## src/rtl/jtframe_romrq_pkg.sv

```systemverilog
// rtl/jtframe_romrq_pkg.sv - shared FSM encoding and geometry helper for the ROM request slot
package jtframe_romrq_pkg;

  typedef enum logic [1:0] {
    ST_IDLE = 2'd0,
    ST_REQ  = 2'd1,
    ST_WAIT = 2'd2
  } state_t;

  // Number of CPU words per SDRAM word, as a log2.
  function automatic int calc_ls(input int sw, input int dw);
    int r;
    int ratio;
    r = 0;
    ratio = sw / dw;
    for (int i = 0; i < 32; i++) begin
      if (ratio > 1) begin
        ratio = ratio >> 1;
        r++;
      end
    end
    return r;
  endfunction

endpackage

```

## src/rtl/jtframe_romrq_entry.sv

```systemverilog
// rtl/jtframe_romrq_entry.sv - one cache line: valid/tag/data register with hit compare and slice mux
module jtframe_romrq_entry
  import jtframe_romrq_pkg::*;
#(
  parameter int TW  = 16,
  parameter int DW  = 8,
  parameter int SW  = 32,
  parameter int SLW = 2
) (
  input  logic           clk,
  input  logic           rst_n,
  input  logic           clr,
  input  logic           wr,
  input  logic           wr_valid,
  input  logic [TW-1:0]  wr_tag,
  input  logic [SW-1:0]  wr_data,
  input  logic [TW-1:0]  tag,
  input  logic [SLW-1:0] sel,
  output logic           hit,
  output logic [DW-1:0]  dout
);

  logic          valid;
  logic [TW-1:0] tag_q;
  logic [SW-1:0] data_q;

  // A write carries its own valid so a stale fill can land without being usable.
  always_ff @(posedge clk or negedge rst_n) begin
    if (!rst_n) begin
      valid  <= 1'b0;
      tag_q  <= '0;
      data_q <= '0;
    end else if (wr) begin
      valid  <= wr_valid;
      tag_q  <= wr_tag;
      data_q <= wr_data;
    end else if (clr) begin
      valid  <= 1'b0;
    end
  end

  assign hit  = valid && (tag_q == tag);
  assign dout = hit ? data_q[sel*DW +: DW] : '0;

endmodule

```

## src/rtl/jtframe_romrq_slot.sv

```systemverilog
// rtl/jtframe_romrq_slot.sv - two-entry word cache answering rom_ok, backed by an SDRAM req/ack/data_ok fetch
module jtframe_romrq_slot
  import jtframe_romrq_pkg::*;
#(
  parameter int AW   = 18,
  parameter int DW   = 8,
  parameter int SW   = 32,
  parameter int CNTW = 16
) (
  input  logic                             clk,
  input  logic                             rst_n,
  input  logic                             clr,
  input  logic [AW-1:0]                    addr,
  input  logic                             addr_ok,
  output logic [DW-1:0]                    dout,
  output logic                             data_ok,
  output logic [AW-calc_ls(SW, DW)-1:0]    sdram_addr,
  output logic                             req,
  input  logic                             ack,
  input  logic [SW-1:0]                    din,
  input  logic                             din_ok,
  output logic [CNTW-1:0]                  miss_cnt
);

  localparam int LS  = calc_ls(SW, DW);
  localparam int TW  = AW - LS;
  localparam int SLW = (LS > 0) ? LS : 1;

  state_t         state_q, state_d;
  logic           lru, victim, stale;
  logic           start, fill, fill_valid;
  logic           hit0, hit1, hit_any;
  logic [DW-1:0]  dout0, dout1;
  logic [TW-1:0]  tag;
  logic [SLW-1:0] sel;

  assign tag = addr[AW-1:LS];

  generate
    if (LS > 0) begin : g_sel
      assign sel = addr[LS-1:0];
    end else begin : g_nosel
      assign sel = '0;
    end
  endgenerate

  // A clr seen at any point of the fetch, including the data cycle, spoils the fill.
  assign fill_valid = !(stale || clr);

  jtframe_romrq_entry #(.TW(TW), .DW(DW), .SW(SW), .SLW(SLW)) u_e0 (
    .clk      (clk),
    .rst_n    (rst_n),
    .clr      (clr),
    .wr       (fill && (victim == 1'b0)),
    .wr_valid (fill_valid),
    .wr_tag   (sdram_addr),
    .wr_data  (din),
    .tag      (tag),
    .sel      (sel),
    .hit      (hit0),
    .dout     (dout0)
  );

  jtframe_romrq_entry #(.TW(TW), .DW(DW), .SW(SW), .SLW(SLW)) u_e1 (
    .clk      (clk),
    .rst_n    (rst_n),
    .clr      (clr),
    .wr       (fill && (victim == 1'b1)),
    .wr_valid (fill_valid),
    .wr_tag   (sdram_addr),
    .wr_data  (din),
    .tag      (tag),
    .sel      (sel),
    .hit      (hit1),
    .dout     (dout1)
  );

  assign hit_any = hit0 || hit1;
  assign data_ok = addr_ok && hit_any;
  assign dout    = hit0 ? dout0 : dout1;
  assign req     = (state_q == ST_REQ);

  always_comb begin
    state_d = state_q;
    start   = 1'b0;
    fill    = 1'b0;
    case (state_q)
      ST_IDLE: begin
        if (addr_ok && !hit_any && !clr) begin
          start   = 1'b1;
          state_d = ST_REQ;
        end
      end
      ST_REQ: begin
        // ack and din_ok together collapse the WAIT state
        if (ack) begin
          if (din_ok) begin
            fill    = 1'b1;
            state_d = ST_IDLE;
          end else begin
            state_d = ST_WAIT;
          end
        end
      end
      ST_WAIT: begin
        if (din_ok) begin
          fill    = 1'b1;
          state_d = ST_IDLE;
        end
      end
      default: state_d = ST_IDLE;
    endcase
  end

  always_ff @(posedge clk or negedge rst_n) begin
    if (!rst_n) begin
      state_q    <= ST_IDLE;
      lru        <= 1'b0;
      victim     <= 1'b0;
      stale      <= 1'b0;
      sdram_addr <= '0;
      miss_cnt   <= '0;
    end else begin
      state_q <= state_d;
      if (start) begin
        sdram_addr <= tag;
        victim     <= lru;
        stale      <= 1'b0;
        if (miss_cnt != {CNTW{1'b1}}) miss_cnt <= miss_cnt + CNTW'(1);
      end
      if (clr) stale <= 1'b1;
      if (fill)                 lru <= ~victim;
      else if (addr_ok && hit0) lru <= 1'b1;
      else if (addr_ok && hit1) lru <= 1'b0;
    end
  end

endmodule

```

## config.mk

```make
export PLATFORM = sky130hd
export DESIGN_NAME = jtframe_romrq_slot
export DESIGN_NICKNAME = d
export VERILOG_FILES = /design/src/rtl/jtframe_romrq_pkg.sv /design/src/rtl/jtframe_romrq_entry.sv /design/src/rtl/jtframe_romrq_slot.sv
export SDC_FILE = /design/constraint.sdc
export NUM_CORES = 1
export LEC_CHECK = 0
export CORE_MARGIN = 5
export CORE_UTILIZATION = 40
export DETAILED_ROUTE_END_ITERATION = 6
export PLACE_DENSITY_LB_ADDON = 0.3
export SYNTH_ARGS = -nofsm -noshare
export SYNTH_HDL_FRONTEND = slang
export SYNTH_SLANG_ARGS = --single-unit
export TNS_END_PERCENT = 5
```

## constraint.sdc

```tcl
create_clock -name clk -period 2.7 [get_ports clk]
set_clock_uncertainty 0.15 [all_clocks]
set_input_delay 0.54 -clock clk [delete_from_list [all_inputs] [get_ports clk]]
set_output_delay 0.54 -clock clk [all_outputs]
set_load 0.005 [all_outputs]
```

==> impl_metrics.ini <==
[floorplan]
start_util_pct = 40.9
ios = 98
die_area_mm2 = 0.0181
die_y_um = 135
rows = 45
core_mm2 = 0.0152
die_x_um = 135

[timing]
setup_slack_ns = -0.428
max_freq_mhz = 320
hold_ws_ns = 0.329
rsz0062_at_grt = yes
hold_viol_final = 0
fin_crit_ns = 3.13
setup_viol = 9
worst_slew_pin_slew_ns = 0.536
slew_headroom_pct = 64.3
fin_crit_sh_pct = 116
finalMaxSlewViolations = 0

[place]
placed_cells = 748
gp_congestion = 0.811
placed_area_mm2 = 0.00772
dp_hpwl_mm = 9.40
io_buffer_count = 97

[clock_network]
max-clock-path-buffers = 2
root_buffer = clkbuf_16
path_clk_slew_ns = 0.05
numCtsBuffers = 17
clock_sinks = 135
htree_levels = 4
clock_latency_ns = 0.42
cts_tree = done

[yosys]
synth_flop_cell = dfrtp_1
syn_area_per_cell_um2 = 13.8
synth_cell_types = 37
synthTopCellsByArea = dfrtp_1 (54%), mux2_2 (19%), xor2_1 (6.2%)
synth_most_common_cell = dfrtp_1
syn-cell-area_mm2 = 0.00622
synth_common_cells = dfrtp_1 (135), mux2_2 (105), xor2_1 (44)
ys_ff_latch = 135
post_synth_inst_count = 449
syn_nets = 509
ys_async_sr_fraction_pct = 100
yosysWarnings = 0
synth_edf_count = 0
seq_area_frac_synth_pct = 54.3
synth_top_area_share_pct = 54.3
yosysTopAreaCell = dfrtp_1

[critical_path]
ff2ff_path_depth = 11
slowest_delay_ns = 0.38
crit_arrival_ns = 2.44
crit_family = simple AND/OR/NAND/NOR gates
critPathCaptureType = output port
critPathMaxFanout = 4
critical_path_depth = 10
rr_startpoint = u_e1.tag_q[10]
rr_endpoint = sdram_addr[2]
cp.required_ns = 2.01
crit_top_cell = buf_4
crit_chain = clkdlybuf4s15_1 -> xor2_1 -> nor4_2 -> buf_4 -> nand4_1 -> buf_4 -> or2_4 -> nand2b_4 -> o21ai_2 -> buf_2
critPathBufInv = 4
critPathKind = in -> out
startpoint_type = input port
crit_slowest_cell = nor4_2
regToRegSetupSlack_ns = 0.07

[cells_and_area]
fin_cells = 786
utilization_pct = 55.7
antenna_cells = 0
area_delta_synth_final_pct = 36.1
stdcell_area_mm2 = 0.00846
layout-drive-gt1-share_pct = 38.3
nets = 646

[hold_path]
hold_end = u_e1.valid
hold_path_depth = 1
hold_class = reg -> reg
hold_start = stale

[global_routing]
grt_pass1_vias = 4395
gr-total-overflow = 0
grt_first_pass_wirelength_mm = 22.9
grt_usage_pct = 16.3
grt_max_degree = 57
antenna_found_initial = 0

[run_status]
outcome = finished with violations
violations = negative setup slack

[pwr]
total_power_mw = 8.06
cellPowerDensity_mw_per_mm2 = 953
leakagePower_nw = 3.81
ir_worst_vdd_mv = 0.485

[detailed_routing]
vias_per_cell = 5.21
routed_wl_mm = 14.0
dr.first_iter.drc_count = 167
drc = 0
antenna_left = 0
vias = 4093
wire_per_inst_um = 17.9
dr.pass1.iters = 4

[run]
cap_violations = 0
layout by cell type (no fill, tap or decap), types with 5 or more instances in the layout:
cell,count
nor2_1,15
buf_2,9
nand2b_1,6
inv_1,6
clkbuf_8,5
nand3_1,11
clkdlybuf4s50_1,74
nor3_1,9
nor4_2,5
clkbuf_16,17
mux2_4,9
buf_4,25
dfrtp_1,135
nand4_1,5
buf_12,12
mux4_2,16
nand2_1,14
xor2_1,44
mux2_2,105
dlygate4sd2_1,11
nor4_1,5
metrics by stage:
stage	TNS, ns	worst slack, ns
6_report	-3.50	-0.428
5_1_grt	-4.15	-0.512
4_1_cts	-3.55	-0.432
3_5_place_dp	-30.33	-1.25
3_3_place_gp	-33.52	-1.23
2_1_floorplan	0	0.179
metal layers:
| layer | GRT usage (%) | vias up | routed length (µm) |
|---|---|---|---|
| met5 | 0 | - | 0 |
| met4 | 5.88 | 0 | 211 |
| met3 | 5.18 | 20 | 736 |
| met2 | 25.6 | 95 | 6760 |
| met1 | 21.2 | 2078 | 6320 |
| li1 | - | 1900 | - |
worst max-delay path by stage:
stage	start	to	slack [ns]
final	addr[12]	dout[6]	-0.43
after floorplan	addr[15]	dout[0]	0.18
after global placement	addr[12]	dout[2]	-1.23
after detailed placement	addr[12]	dout[4]	-1.25
after global routing	u_e1.tag_q[10]	dout[6]	-0.51
after CTS	u_e1.tag_q[3]	dout[5]	-0.43
state kept, by name, summed over array words and instances, names as in the netlist, 2 cells and up:
| name | cells |
|---|---|
| miss_cnt | 16 |
| sdram_addr | 16 |
| state_q | 2 |
| u_e0.data_q | 32 |
| u_e0.tag_q | 16 |
| u_e1.data_q | 32 |
| u_e1.tag_q | 16 |
cells by family (layout without fill, tap and decap cells):
kind of cell	Yosys count	count (layout)	synth area share (%)
simple gates	88	89	7.36
xor+xnor	46	46	6.48
compound gates	20	20	2.05
fa+ha+maj	4	4	0.805
buf+inv	25	173	1.81
flops	135	135	54.3
mux	131	131	27.2
worst reg2reg max path, stage by stage (launching register included):
cell,delay (ns)
dfrtp_1,0.38
xor2_1,0.16
nor4_2,0.38
buf_4,0.17
nand4_1,0.11
buf_4,0.18
buf_4,0.14
o22ai_4,0.14
buf_12,0.18
nor2_4,0.05
buf_12,0.16
mux2_4,0.31
where the power goes:
part / switching [mW] / total [mW] / internal [mW]
clock: 0.832 / 2.40 / 1.57
sequential: 0.579 / 3.47 / 2.89
combinational: 0.735 / 2.19 / 1.46
final cells by class:
| type | instances | area, µm² |
|---|---|---|
| clock buffers | 24 | 502 |
| clock inverters | 7 | 116 |
| fillers | 1247 | 6740 |
| inverters | 6 | 22.5 |
| multi-input cells | 290 | 2850 |
| flip-flops and latches | 135 | 3380 |
| well taps | 188 | 235 |
| repair buffers | 136 | 1360 |
timing repair:
action,CTS,global route
setup buffers,5,0
gates resized for setup,77,6
endpoints found under the hold margin,37,0
pin swaps,11,6
setup endpoints to repair,31,26
hold buffers,1,0
cloned,1,0
(Power assumes the default switching activity.)
